===== config.mk =====
export PLATFORM = sky130hd
export DESIGN_NAME = des_subkey_sequencer
export DESIGN_NICKNAME = d
export VERILOG_FILES = /design/src/rtl/des_subkey_sequencer.sv
export SDC_FILE = /design/constraint.sdc
export NUM_CORES = 1
export LEC_CHECK = 0
export ABC_AREA = 1
export ABC_CLOCK_PERIOD_IN_PS = 1700
export CORE_MARGIN = 5
export CORE_UTILIZATION = 48
export CTS_CLUSTER_SIZE = 12
export DETAILED_ROUTE_END_ITERATION = 10
export GPL_TIMING_DRIVEN = 1
export PLACE_DENSITY = 0.8
export SLEW_MARGIN = 20
export SYNTH_ARGS = -nofsm -noshare
export SYNTH_HDL_FRONTEND = slang
export SYNTH_SLANG_ARGS = --single-unit

===== constraint.sdc =====
create_clock -name clk -period 1.7 [get_ports clk]
set_clock_uncertainty 0.05 [all_clocks]
set_input_delay 0.34 -clock clk [delete_from_list [all_inputs] [get_ports clk]]
set_output_delay 0.34 -clock clk [all_outputs]
set_load 0.05 [all_outputs]

===== src/rtl/des_subkey_sequencer.sv =====
//------------------------------------------------------------------------------
// des_subkey_sequencer
//
// Streams the sixteen 48-bit DES round subkeys for one 64-bit key, one per
// handshake. The default order is decryption order (K16 first, K1 last).
// It walks the C/D halves backwards by rotating right. K16 is taken straight
// from PC-1 of the key, because the full shift schedule adds up to 28 and so
// returns C/D to their starting value.
//
// Optional build macro:
//   DES_ENCRYPT_ORDER_EN - adds the 'decrypt' input, which is sampled when a
//                          key is accepted. decrypt=0 selects encryption
//                          order (K1 first, left rotation). decrypt=1 keeps
//                          decryption order.
//
// Ports:
//   clk, rst_n            clock, asynchronous active-low reset
//   key_valid / key_ready key input handshake (ready only while idle)
//   key[1:64]             DES key, bit 1 = MSB; parity bits are never used
//   decrypt               (macro only) order select, sampled at key accept
//   sk_valid / sk_ready   subkey output handshake, full backpressure
//   subkey[1:48]          PC-2 of the current C/D registers
//   sk_round[4:0]         round number of the presented subkey, 0 when idle
//   sk_last               presented subkey is the final one of the sequence
//------------------------------------------------------------------------------
`timescale 1ns/1ps

module des_subkey_sequencer (
  input  logic        clk,
  input  logic        rst_n,
  input  logic        key_valid,
  output logic        key_ready,
  input  logic [1:64] key,
`ifdef DES_ENCRYPT_ORDER_EN
  input  logic        decrypt,
`endif
  output logic        sk_valid,
  input  logic        sk_ready,
  output logic [1:48] subkey,
  output logic [4:0]  sk_round,
  output logic        sk_last
);

  typedef enum logic {
    S_IDLE = 1'b0,
    S_EMIT = 1'b1
  } state_e;

  state_e      state_q, state_d;
  logic [1:28] c_q, c_d;
  logic [1:28] d_q, d_d;
  logic [4:0]  round_q, round_d;
  logic        last_q, last_d;
  logic        dec_q, dec_d;

  logic [1:28] c0, d0;     // PC-1 halves of the incoming key (C0 / D0)
  logic [1:56] cd;         // current {C,D} feeding PC-2
  logic        load_dec;   // order requested for the key being accepted

`ifdef DES_ENCRYPT_ORDER_EN
  assign load_dec = decrypt;
`else
  assign load_dec = 1'b1;
`endif

  //----------------------------------------------------------------------------
  // Fixed DES tables
  //----------------------------------------------------------------------------

  // PC-1, left half (C0). The parity bits 8,16,...,64 never appear.
  assign c0 = {key[57], key[49], key[41], key[33], key[25], key[17], key[ 9],
               key[ 1], key[58], key[50], key[42], key[34], key[26], key[18],
               key[10], key[ 2], key[59], key[51], key[43], key[35], key[27],
               key[19], key[11], key[ 3], key[60], key[52], key[44], key[36]};

  // PC-1, right half (D0).
  assign d0 = {key[63], key[55], key[47], key[39], key[31], key[23], key[15],
               key[ 7], key[62], key[54], key[46], key[38], key[30], key[22],
               key[14], key[ 6], key[61], key[53], key[45], key[37], key[29],
               key[21], key[13], key[ 5], key[28], key[20], key[12], key[ 4]};

  assign cd = {c_q, d_q};

  // PC-2 compresses the 56-bit {C,D} into the 48-bit round subkey. It is
  // driven only from registers, so the subkey stays stable during a stall.
  assign subkey = {cd[14], cd[17], cd[11], cd[24], cd[ 1], cd[ 5],
                   cd[ 3], cd[28], cd[15], cd[ 6], cd[21], cd[10],
                   cd[23], cd[19], cd[12], cd[ 4], cd[26], cd[ 8],
                   cd[16], cd[ 7], cd[27], cd[20], cd[13], cd[ 2],
                   cd[41], cd[52], cd[31], cd[37], cd[47], cd[55],
                   cd[30], cd[40], cd[51], cd[45], cd[33], cd[48],
                   cd[44], cd[49], cd[39], cd[56], cd[34], cd[53],
                   cd[46], cd[42], cd[50], cd[36], cd[29], cd[32]};

  //----------------------------------------------------------------------------
  // Helpers
  //----------------------------------------------------------------------------

  // Rounds 1, 2, 9 and 16 shift by one position. All other rounds shift by two.
  function automatic logic single_shift(input logic [4:0] r);
    return (r == 5'd1) || (r == 5'd2) || (r == 5'd9) || (r == 5'd16);
  endfunction

  // Left rotation moves bit 2 into bit 1, toward the MSB end.
  function automatic logic [1:28] rot_l(input logic [1:28] x, input logic by_one);
    return by_one ? {x[2:28], x[1]} : {x[3:28], x[1:2]};
  endfunction

  // Right rotation undoes rot_l. Applying it to C_r by s(r) gives C_(r-1).
  function automatic logic [1:28] rot_r(input logic [1:28] x, input logic by_one);
    return by_one ? {x[28], x[1:27]} : {x[27:28], x[1:26]};
  endfunction

  //----------------------------------------------------------------------------
  // Next-state logic
  //----------------------------------------------------------------------------
  // NOTE: every signal this block writes gets a default first. A path that
  // does not assign a signal then holds its value, and no latch is inferred.
  always_comb begin
    state_d = state_q;
    c_d     = c_q;
    d_d     = d_q;
    round_d = round_q;
    last_d  = last_q;
    dec_d   = dec_q;

    unique case (state_q)
      S_IDLE: begin
        if (key_valid) begin
          state_d = S_EMIT;
          dec_d   = load_dec;
          last_d  = 1'b0;
          if (load_dec) begin
            // C16/D16 equals C0/D0, so K16 is presented straight away.
            c_d     = c0;
            d_d     = d0;
            round_d = 5'd16;
          end else begin
            // Encryption order starts at C1/D1 (s(1) = 1).
            c_d     = rot_l(c0, 1'b1);
            d_d     = rot_l(d0, 1'b1);
            round_d = 5'd1;
          end
        end
      end

      S_EMIT: begin
        if (sk_ready) begin
          if (last_q) begin
            // C/D are left as they are. Only the visible status is cleared.
            state_d = S_IDLE;
            round_d = 5'd0;
            last_d  = 1'b0;
          end else if (dec_q) begin
            c_d     = rot_r(c_q, single_shift(round_q));
            d_d     = rot_r(d_q, single_shift(round_q));
            round_d = round_q - 5'd1;
            last_d  = (round_q == 5'd2);
          end else begin
            c_d     = rot_l(c_q, single_shift(round_q + 5'd1));
            d_d     = rot_l(d_q, single_shift(round_q + 5'd1));
            round_d = round_q + 5'd1;
            last_d  = (round_q == 5'd15);
          end
        end
      end

      default: state_d = S_IDLE;
    endcase
  end

  //----------------------------------------------------------------------------
  // State registers
  //----------------------------------------------------------------------------
  // NOTE: sequential state uses non-blocking assignments. Every flop then
  // samples the pre-edge values, whatever order the statements are in.
  always_ff @(posedge clk or negedge rst_n) begin
    if (!rst_n) begin
      state_q <= S_IDLE;
      c_q     <= '0;
      d_q     <= '0;
      round_q <= 5'd0;
      last_q  <= 1'b0;
      dec_q   <= 1'b1;
    end else begin
      state_q <= state_d;
      c_q     <= c_d;
      d_q     <= d_d;
      round_q <= round_d;
      last_q  <= last_d;
      dec_q   <= dec_d;
    end
  end

  //----------------------------------------------------------------------------
  // Outputs (all taken straight from registers)
  //----------------------------------------------------------------------------
  assign key_ready = (state_q == S_IDLE);
  assign sk_valid  = (state_q == S_EMIT);
  assign sk_round  = round_q;
  assign sk_last   = last_q;

endmodule

# Word level (Yosys, flattened, before mapping)
# Cells that the tools add are included.
# op_classes
n_addsub,1
eq_ne,7
n_mux,22
bitwise_logic,1
n_reduce_logical,5
# op_table
operator,count
2-to-1 mux 28 bit,8
case mux 28 bit (2 select lines),2
2-to-1 mux 5 bit,3
case mux 5 bit (2 select lines),1
2-to-1 mux 1 bit,6
inequality test 2 bit (second input constant),3
equality test 5 x 1 -> 1 bit (second input constant),1
equality test 5 x 2 -> 1 bit (second input constant),1
equality test 5 x 4 -> 1 bit (second input constant),1
equality test 5 bit (second input constant),1
subtractor 5 x 1 -> 5 bit (second input constant),1
case mux 1 bit (2 select lines),2
logical OR 1 bit,3
AND reduction 3 bit,1
AND reduction 2 bit,1
NOT 1 bit,1
# totals
reg_bits,63
out_inout_bits,56

# Depth between registers and ports, before layout
# Gate-level depths: netlist (run 1).
# depth
depth_word,8
mapped_depth,11
depth_no_buf,9

# Least setup slack after synthesis (run 1)
# Ideal clock, no wire load.
# synth_path
kind,register to register
from,"register round_q[0], in the netlist sk_round[0]"
to,register d_q[12] in the netlist's numbering
setup_time_ns,0.123
t_arrival_ns,1.807
required_time_ns,1.527
path_slack_ns,-0.280
path_stages_with_launch,11
n_path_buf,2
synth_period_minus_slack_ns,1.980
path_cell_list,dfrtp_1 -> inv_1 -> ha_1 -> nand2_1 -> inv_1 -> nand2_1 -> buf_2 -> buf_2 -> nand4_1 -> nand3_1 -> a21oi_1
# synth_via
elab_chain_len,8
elab_cells_between_ends,11
# synth_lines
item,line_no,rtl
"start, declared",52,"logic [4:0] round_q, round_d;"
"start signal, assigned",189,round_q <= round_d;
equality test 5 x 1 -> 1 bit / equality test 5 x 2 -> 1 bit (equally long branches),101,return (r == 5'd1) || (r == 5'd2) || (r == 5'd9) || (r == 5'd16);
logical OR 1 bit (2 in a row),101,
logical OR 1 bit *,101,
2-to-1 mux 28 bit *,111,"return by_one ? {x[28], x[1:27]} : {x[27:28], x[1:26]};"
2-to-1 mux 28 bit *,149,if (last_q) begin
2-to-1 mux 28 bit *,148,if (sk_ready) begin
case mux 28 bit (2 select lines) *,127,unique case (state_q)
"end signal, assigned",181,d_q <= '0;
"end signal, assigned",188,d_q <= d_d;
"end, declared",51,"logic [1:28] d_q, d_d;"
# Mark *: on every way between the ends. The rest lies on a longest branch, timed or not. The select of a mux whose other input is x is not followed.
# A chain may end at the register's enable or synchronous reset.

# Final worst setup path (run 1)
# layout_path
from,"register round_q[0], in the netlist sk_round[0]"
to,register d_q[8] in the netlist's numbering
# Same word-level chain as after synthesis.

==> results of run 1 <==
[cells in the mapped netlist (all sizes together)]
master    n  area, um2
nor2     61        234
inv      65        244
o21ai     2       10.0
dfrtp    63       1580
clkbuf   17       63.8
nand3    61        305
ha        4       50.1
o22ai     3       18.8
nand4    56        350
xnor2     1       8.76
xor2      1       8.76
buf      79        542
a31oi     1       6.26
nand2    69        264
a21oi   112        561
[flip-flops by register name (all words and copies together) (netlist names)]
signal,flops
sk_last,1
c_q,28
sk_valid,1
d_q,28
sk_round,5
[critical path: stages, from the launching register on]
cell and delay [ps]:
dfrtp_2 400, inv_4 60, ha_1 230, nand3_4 150
nand3_4 140, clkbuf_16 220, nand2_1 70, nand3_1 70
a21oi_2 160
[per-stage QoR]
step                hold WS (ps)  std cells
CTS                          487        760
detailed placement           335        744
floorplan                  -5.59        595
global route                 512        763
finish                       479        763
global placement             332        744
[final cells by class]
type	instances	area, um2
Tap cell	108	135
Inverter	65	251
Sequential cell	63	1580
Fill cell	767	3160
Multi-Input combinational cell	371	1910
Clock buffer	10	128
Clock inverter	5	50.0
Timing Repair Buffer	141	1450
[worst max path at each step]
stage,to,startpoint,slack (ps)
floorplan,c_q[18],sk_round[0],10
global placement,c_q[27],sk_ready,-100
detailed placement,d_q[15],sk_ready,-130
CTS,d_q[9],sk_round[0],2
global route,d_q[15],sk_round[0],-40
finish,d_q[8],sk_round[0],70
[layer usage]
metal / wire length (um) / global-route usage (%)
met5: 0 / 0
met4: 140 / 4.72
met3: 887 / 5.71
met2: 5960 / 34.9
met1: 4970 / 27.7
[cell families (layout without fill, tap and decap cells)]
kind of cell / Yosys count / after routing
flip-flops: 63 / 63
AO/OA/AOI/OAI: 118 / 118
adder cells (fa/ha/maj): 4 / 4
XOR/XNOR: 2 / 2
buffers and inverters: 161 / 221
AND/OR/NAND/NOR: 247 / 247
[repair_timing]
action                                  4_1_cts  5_1_grt
cloned                                        0        1
endpoints found under the setup margin        7       57
hold buffers                                  1        0
buffers inserted                              0        2
hold endpoints to repair                     63        0
gates resized for setup                       1       26
pin swaps                                     0        3
[where the power goes]
group / leakage (nW) / total [mW] / internal, mW / switching (mW)
sequential: 0.682 / 2.88 / 2.23 / 0.654
combinational: 1.92 / 8.55 / 3.09 / 5.46
clock: 0.0957 / 1.24 / 0.660 / 0.584
total: 2.69 / 12.7 / 5.97 / 6.70
==> results.json, run 1 <==
{
  "crit_path_end_kind": "register",
  "power.total_mw": 12.7,
  "maxSlewHeadroom_pct": 59.3,
  "num_vias": 4228,
  "clk_pin_slew_ps": 80,
  "min-delay-start": "d_q[26]",
  "synth-compound-area-share_pct": 14.0,
  "worst_slack_ps": 68.8,
  "grt_first_pass_wirelength_um": 19600,
  "dieArea_um2": 10800,
  "drt-total-wl_um": 12000,
  "htreeDepth": 3,
  "ys_types": 21,
  "clk_latency_ps": 340,
  "maxCapViolations": 0,
  "vdd_drop_max_uv": 1530,
  "grt_pass1_vias": 4104,
  "cts_max_path_buffers": 2,
  "synth-seq-area-share_pct": 37.2,
  "avgRoutedWirePerCell_um": 15.7,
  "r2r_end": "d_q[8]",
  "clock-sinks": 63,
  "reg2regPathDepth": 8,
  "post-route-drc-count": 0,
  "worst_pin_slew_ps": 611,
  "place_hpwl_um": 7890,
  "netlist_instances": 595,
  "cts_buffers": 9,
  "grt_antenna_before_repair": 0,
  "globalplace.congestion": 0.808,
  "synth_area_um2": 4240,
  "layout-drive-gt1-share_pct": 19.8,
  "gr-total-overflow": 0,
  "syn_area_per_cell_um2": 7.13,
  "min_to": "d_q[26]",
  "synth-simple-area-share_pct": 27.2,
  "maxSlewViolCount": 0,
  "cts_root_buffer": "clkbuf_8",
  "post-route-period-util_pct": 96.0,
  "tns_ps": 0,
  "yosys_register_bits": 63,
  "reg2reg_setup_slack_ps": 70,
  "yosys_warnings": 0,
  "final_cell_mix": "a21oi_1 (100), nand2_1 (65), buf_4 (60), inv_1 (59), nor2_1 (59)",
  "synth_top_family_by_area": "simple AND/OR/NAND/NOR gates",
  "drt-initial-drc-count": 271,
  "status": "completed",
  "rsz0062_at_grt": "true",
  "vias_per_cell": 5.54,
  "area_growth_syn_to_layout_pct": 30.0,
  "arrival_ps": 1840,
  "path_class": "reg -> reg",
  "place_area_um2": 5180,
  "crit_fanout": 19,
  "worstSetupStartpointType": "register",
  "postRouteAntennaNets": 0,
  "synthesis.nets": 667,
  "design_area_um2": 5520,
  "power.density_nw_per_um2": 2300,
  "fmax_mhz": 613,
  "p_leak_nw": 2.69,
  "finalSetupViolations": 0,
  "io_buffers": 115,
  "holdCritPathClass": "reg -> reg",
  "core-area_um2": 8680,
  "muxShareOfSynthArea_pct": 0,
  "reg2reg_from": "sk_round[0]",
  "num_io_pins": 124,
  "initial_core_util_pct": 48.9,
  "synthAdderAreaFrac_pct": 1.18,
  "die_h_um": 104,
  "grt_max_degree": 64,
  "diodes": 0,
  "final_util_pct": 63.6,
  "rows": 34,
  "grt_usage_pct": 21.1,
  "dp_slack_ps": -130,
  "hold_viol": 0,
  "fin_nets": 723,
  "holdPathStages": 2,
  "tritoncts": "done",
  "fp.dieW_um": 104,
  "yosys.area_share.xor_xnor_pct": 0.413,
  "final_common_cell": "a21oi_1",
  "cp.required_ps": 1910,
  "fin_crit_ps": 1630,
  "first_pass_iters": 5
}
(Power assumes the default switching activity.)
==> run 2: changes to the inputs <==
ABC_CLOCK_PERIOD_IN_PS = unset   (was 1700)
PLACE_DENSITY = 0.78   (was 0.8)
==> run 2 against run 1 <==
Net effect: via count rose by 2.1%; register-to-register slack got worse by 30 ps; maximum frequency decreased by 1.5%; sequential power barely moved; largest power group unchanged.
==> results.json, run 2 (synthesized netlist as in run 1, its figures left out) <==
{
  "p_int_mw": 6.52,
  "vias_per_cell": 5.63,
  "switchingPower_mw": 7.08,
  "drt-initial-drc-count": 239,
  "hold_ws_ps": 441,
  "worstSetupStartpointType": "register",
  "status": "completed",
  "maxSlewViolCount": 0,
  "comb_power_share_pct": 67.6,
  "cts_max_path_buffers": 2,
  "grt_pass1_vias": 4143,
  "fmax_mhz": 604,
  "final_util_pct": 66.3,
  "grt_antenna_before_repair": 0,
  "post-route-period-util_pct": 97.4,
  "cp.required_ps": 1920,
  "final_common_cell": "a21oi_1",
  "drt-total-wl_um": 12700,
  "reg2reg_setup_slack_ps": 40,
  "postRouteAntennaNets": 0,
  "clk_latency_ps": 340,
  "p_leak_nw": 2.80,
  "area_growth_syn_to_layout_pct": 35.5,
  "grt_first_pass_wirelength_um": 19700,
  "worst_pin_slew_ps": 663,
  "tritoncts": "done",
  "grt_max_degree": 57,
  "fp.dieW_um": 104,
  "finalSetupViolations": 0,
  "crit_path_end_kind": "register",
  "power.share.sequential_pct": 21.1,
  "vdd_drop_max_uv": 1370,
  "ff_latch_area_um2": 1580,
  "first_pass_iters": 5,
  "reg2regPathDepth": 10,
  "path_class": "reg -> reg",
  "die_h_um": 104,
  "power.density_nw_per_um2": 2360,
  "place_hpwl_um": 7900,
  "final_cell_mix": "a21oi_1 (88), buf_4 (62), inv_1 (59), nor2_1 (59)",
  "switching_share_pct": 52.1,
  "maxSlewHeadroom_pct": 55.8,
  "fin_nets": 727,
  "dieArea_um2": 10800,
  "arrival_ps": 1880,
  "r2r_end": "d_q[2]",
  "post-route-drc-count": 0,
  "cts_buffers": 9,
  "grt_usage_pct": 21.3,
  "holdCritPathClass": "in -> async",
  "globalplace.congestion": 0.812,
  "num_io_pins": 124,
  "multi_input_area_um2": 2040,
  "initial_core_util_pct": 48.9,
  "htreeDepth": 3,
  "rows": 34,
  "crit_fanout": 7,
  "clk_pin_slew_ps": 80,
  "rsz0062_at_grt": "true",
  "num_vias": 4317,
  "fin_crit_ps": 1660,
  "cts_root_buffer": "clkbuf_8",
  "fillers": 748,
  "reg2reg_from": "sk_round[1]",
  "clock-sinks": 63,
  "layout-drive-gt1-share_pct": 25.0,
  "clockPowerShare_pct": 11.3,
  "core-area_um2": 8680,
  "hold_viol": 0,
  "avgRoutedWirePerCell_um": 16.6,
  "diodes": 0,
  "gr-total-overflow": 0,
  "tns_ps": 0,
  "io_buffers": 115,
  "maxCapViolations": 0
}
-- run 2: worst max-delay path by stage --
| stage | from | endpoint | slack (ps) | cells past startpoint |
|---|---|---|---|---|
| final | sk_round[1] | d_q[2] | 40 | 10 |
| after global routing | sk_round[0] | d_q[2] | -60 | 10 |
| after CTS | sk_round[0] | d_q[13] | 20 | 10 |
| after detailed placement | sk_ready | d_q[1] | -140 | 9 |
| after global placement | sk_ready | d_q[10] | -120 | 9 |
| after floorplan | sk_round[0] | c_q[18] | 10 | 10 |
-- run 2: per-layer routing --
metal	share of wire [%]	track usage, %	wire length [um]
met5	0	0	0
met4	1.8	5.74	223
met3	8.0	6.02	1020
met2	49	34.3	6170
met1	42	27.9	5300
-- run 2: timing repair --
action	CTS	global route
setup buffers	0	3
hold endpoints to repair	16	0
resized for setup	0	54
hold buffers	1	0
endpoints found under the setup margin	0	56
-- run 2: area by class of cell --
class | instances | area share, %
Sequential cell | 63 | 27.5
Timing Repair Buffer | 145 | 26.3
Inverter | 65 | 4.33
Clock buffer | 12 | 2.87
Multi-Input combinational cell | 371 | 35.5
Tap cell | 108 | 2.35
Clock inverter | 3 | 1.13
-- run 2: worst max-delay path, stage by stage (launching register included) --
cell and delay (ps):
dfrtp_2 400, inv_4 60, ha_4 150, nand2_2 50, inv_2 40, nand2_4 80
nand3_4 190, clkbuf_16 240, nand2_1 80, nand3_2 90, a21oi_1 150
-- run 2: through the flow --
step           instances  worst slack (ps)  power, mW  cell area (um2)
6_report             767              43.4       13.6             5750
5_1_grt              767             -58.9       14.5             5750
4_1_cts              758              24.2       12.5             5410
3_5_place_dp         742              -136       11.0             5160
3_3_place_gp         742              -117       10.7             5160
2_1_floorplan        595              9.81       9.40             4300
-- run 2: power by group through the flow --
stage          Clock, mW  Combinational [mW]  Sequential, mW
6_report            1.53                9.19            2.87
5_1_grt             1.63                9.87            2.96
4_1_cts             1.56                8.11            2.85
3_5_place_dp           0                8.07            2.88
3_3_place_gp           0                7.90            2.85
2_1_floorplan          0                6.51            2.89
==> run 3: changes to the inputs <==
CORE_UTILIZATION = 44   (was 48)
PLACE_DENSITY = 0.75   (was 0.78)
clock period = 1.5 ns   (was 1.7 ns; I/O delays follow)
==> run 3 against run 2 <==
Net effect: the flow now finishes with violations (negative setup slack); critical path type unchanged; sequential share of layout area down 4.7 points; combinational power up 46%; worst setup slack worse by 200 ps; largest cell class is now non-clock buffers; die area up 8.2%; register-to-register slack worse by 200 ps.
==> results.json, run 3 (synthesized netlist as in run 1, its figures left out) <==
{
  "dieArea_um2": 11700,
  "vdd_drop_max_uv": 1550,
  "fin_nets": 756,
  "path_class": "reg -> reg",
  "slowest_stage": "dfrtp_2",
  "first_pass_iters": 5,
  "worstPathCellList": "buf_6, ha_4, nand2_4, nand3_4, buf_6, clkbuf_16, nand2_1, nand3_1, a21oi_1",
  "place_hpwl_um": 8190,
  "globalplace.congestion": 0.818,
  "diodes": 0,
  "final_common_cell": "a21oi_1",
  "maxSlewHeadroom_pct": 73.4,
  "cp.required_ps": 1710,
  "clk_latency_ps": 340,
  "design_area_um2": 6930,
  "num_io_pins": 124,
  "status": "finished, violations left",
  "multi_input_area_um2": 2090,
  "io_buffers": 115,
  "power.density_nw_per_um2": 2700,
  "fp.dieW_um": 108,
  "fin_crit_ps": 1650,
  "post-route-period-util_pct": 110,
  "grt_usage_pct": 22.4,
  "die_h_um": 108,
  "clock-sinks": 63,
  "post-route-drc-count": 0,
  "maxCapViolations": 0,
  "drt-total-wl_um": 14100,
  "num_vias": 4591,
  "path_common_cell": "buf_6",
  "rsz0062_at_grt": "true",
  "cts_buffers": 9,
  "crit_fanout": 5,
  "power.total_mw": 18.7,
  "dp_cells": 780,
  "gr-total-overflow": 0,
  "rows": 35,
  "crit_path_end_kind": "register",
  "initial_core_util_pct": 45.5,
  "grt_pass1_vias": 4422,
  "worst_pin_slew_ps": 399,
  "finalSetupViolations": 60,
  "holdCritPathClass": "in -> async",
  "drt-initial-drc-count": 261,
  "tritoncts": "done",
  "grt_first_pass_wirelength_um": 21200,
  "vias_per_cell": 5.61,
  "arrival_ps": 1860,
  "final_cell_mix": "a21oi_1 (86), buf_12 (74), inv_1 (59), nor2_1 (59)",
  "maxSlewViolCount": 0,
  "p_leak_nw": 3.31,
  "avgRoutedWirePerCell_um": 17.3,
  "violations": "negative setup slack",
  "area_growth_syn_to_layout_pct": 63.3,
  "final_util_pct": 74.3,
  "place_area_um2": 6010,
  "core-area_um2": 9330,
  "postRouteAntennaNets": 0,
  "ff_latch_area_um2": 1580,
  "hold_viol": 0,
  "htreeDepth": 3,
  "stdcell_count": 818,
  "layout-drive-gt1-share_pct": 29.8,
  "cpPeakStageDelay_ps": 440,
  "grt_max_degree": 64,
  "grt_antenna_before_repair": 0,
  "worstSetupStartpointType": "register",
  "fmax_mhz": 605,
  "hold_ws_ps": 454,
  "clk_pin_slew_ps": 80,
  "cts_max_path_buffers": 2,
  "cts_root_buffer": "clkbuf_8",
  "fillers": 645,
  "worst_slack_ps": -153
}
## run 3: what timing repair did
action / 4_1_cts / 5_1_grt
resized for setup: 47 / 43
endpoints found under the hold margin: 63 / 0
setup endpoints to repair: 57 / 60
pin swaps: 16 / 10
hold buffers: 1 / 0
buffers inserted: 12 / 4
gates cloned: 5 / 4
## run 3: cell type report
class / count / area share (%)
Inverter: 65 / 3.56
Clock inverter: 5 / 1.16
Clock buffer: 11 / 2.18
Multi-Input combinational cell: 371 / 30.2
Timing Repair Buffer: 174 / 37.8
Tap cell: 129 / 2.33
Sequential cell: 63 / 22.8
## run 3: worst paths after layout
check | from | to | slack [ps] | cells after the start
max | sk_round[0] | d_q[11] | -150 | 9
min | rst_n | c_q[24] | 450 | 3
max reg2reg | sk_round[0] | d_q[11] | -150 | 9
min reg2reg | c_q[22] | c_q[22] | 480 | 2
max in group asynchronous | rst_n | sk_valid | 610 | 3
min in group clk | c_q[22] | c_q[22] | 480 | 2
## run 3: where the power goes
part | leakage (nW) | switching [mW] | internal (mW)
logic | 2.52 | 7.07 | 6.34
registers | 0.682 | 1.02 | 2.52
clock network | 0.112 | 0.706 | 1.02
total | 3.31 | 8.79 | 9.89
## run 3: critical path: cells and delay by family (launching register included)
family          cells  cell delay (ps)
buf+inv             3              430
simple gates        4              350
compound gates      1              150
flops               1              440
fa+ha+maj           1              150
## run 3: through the flow
step | worst slack, ps | TNS, ps
2_1_floorplan | -182 | -8730
3_3_place_gp | -251 | -12670
3_5_place_dp | -276 | -13900
4_1_cts | -126 | -5100
5_1_grt | -230 | -11540
6_report | -153 | -6190
## run 3: layer usage
metal  track usage (%)  part of all wire [%]  vias to the layer above
li1                  -                     -                     2123
met3              3.76                   8.0                       45
met2              37.3                    49                      255
met4              8.30                   3.0                        0
met1              29.2                    40                     2168
met5                 0                     0                        -
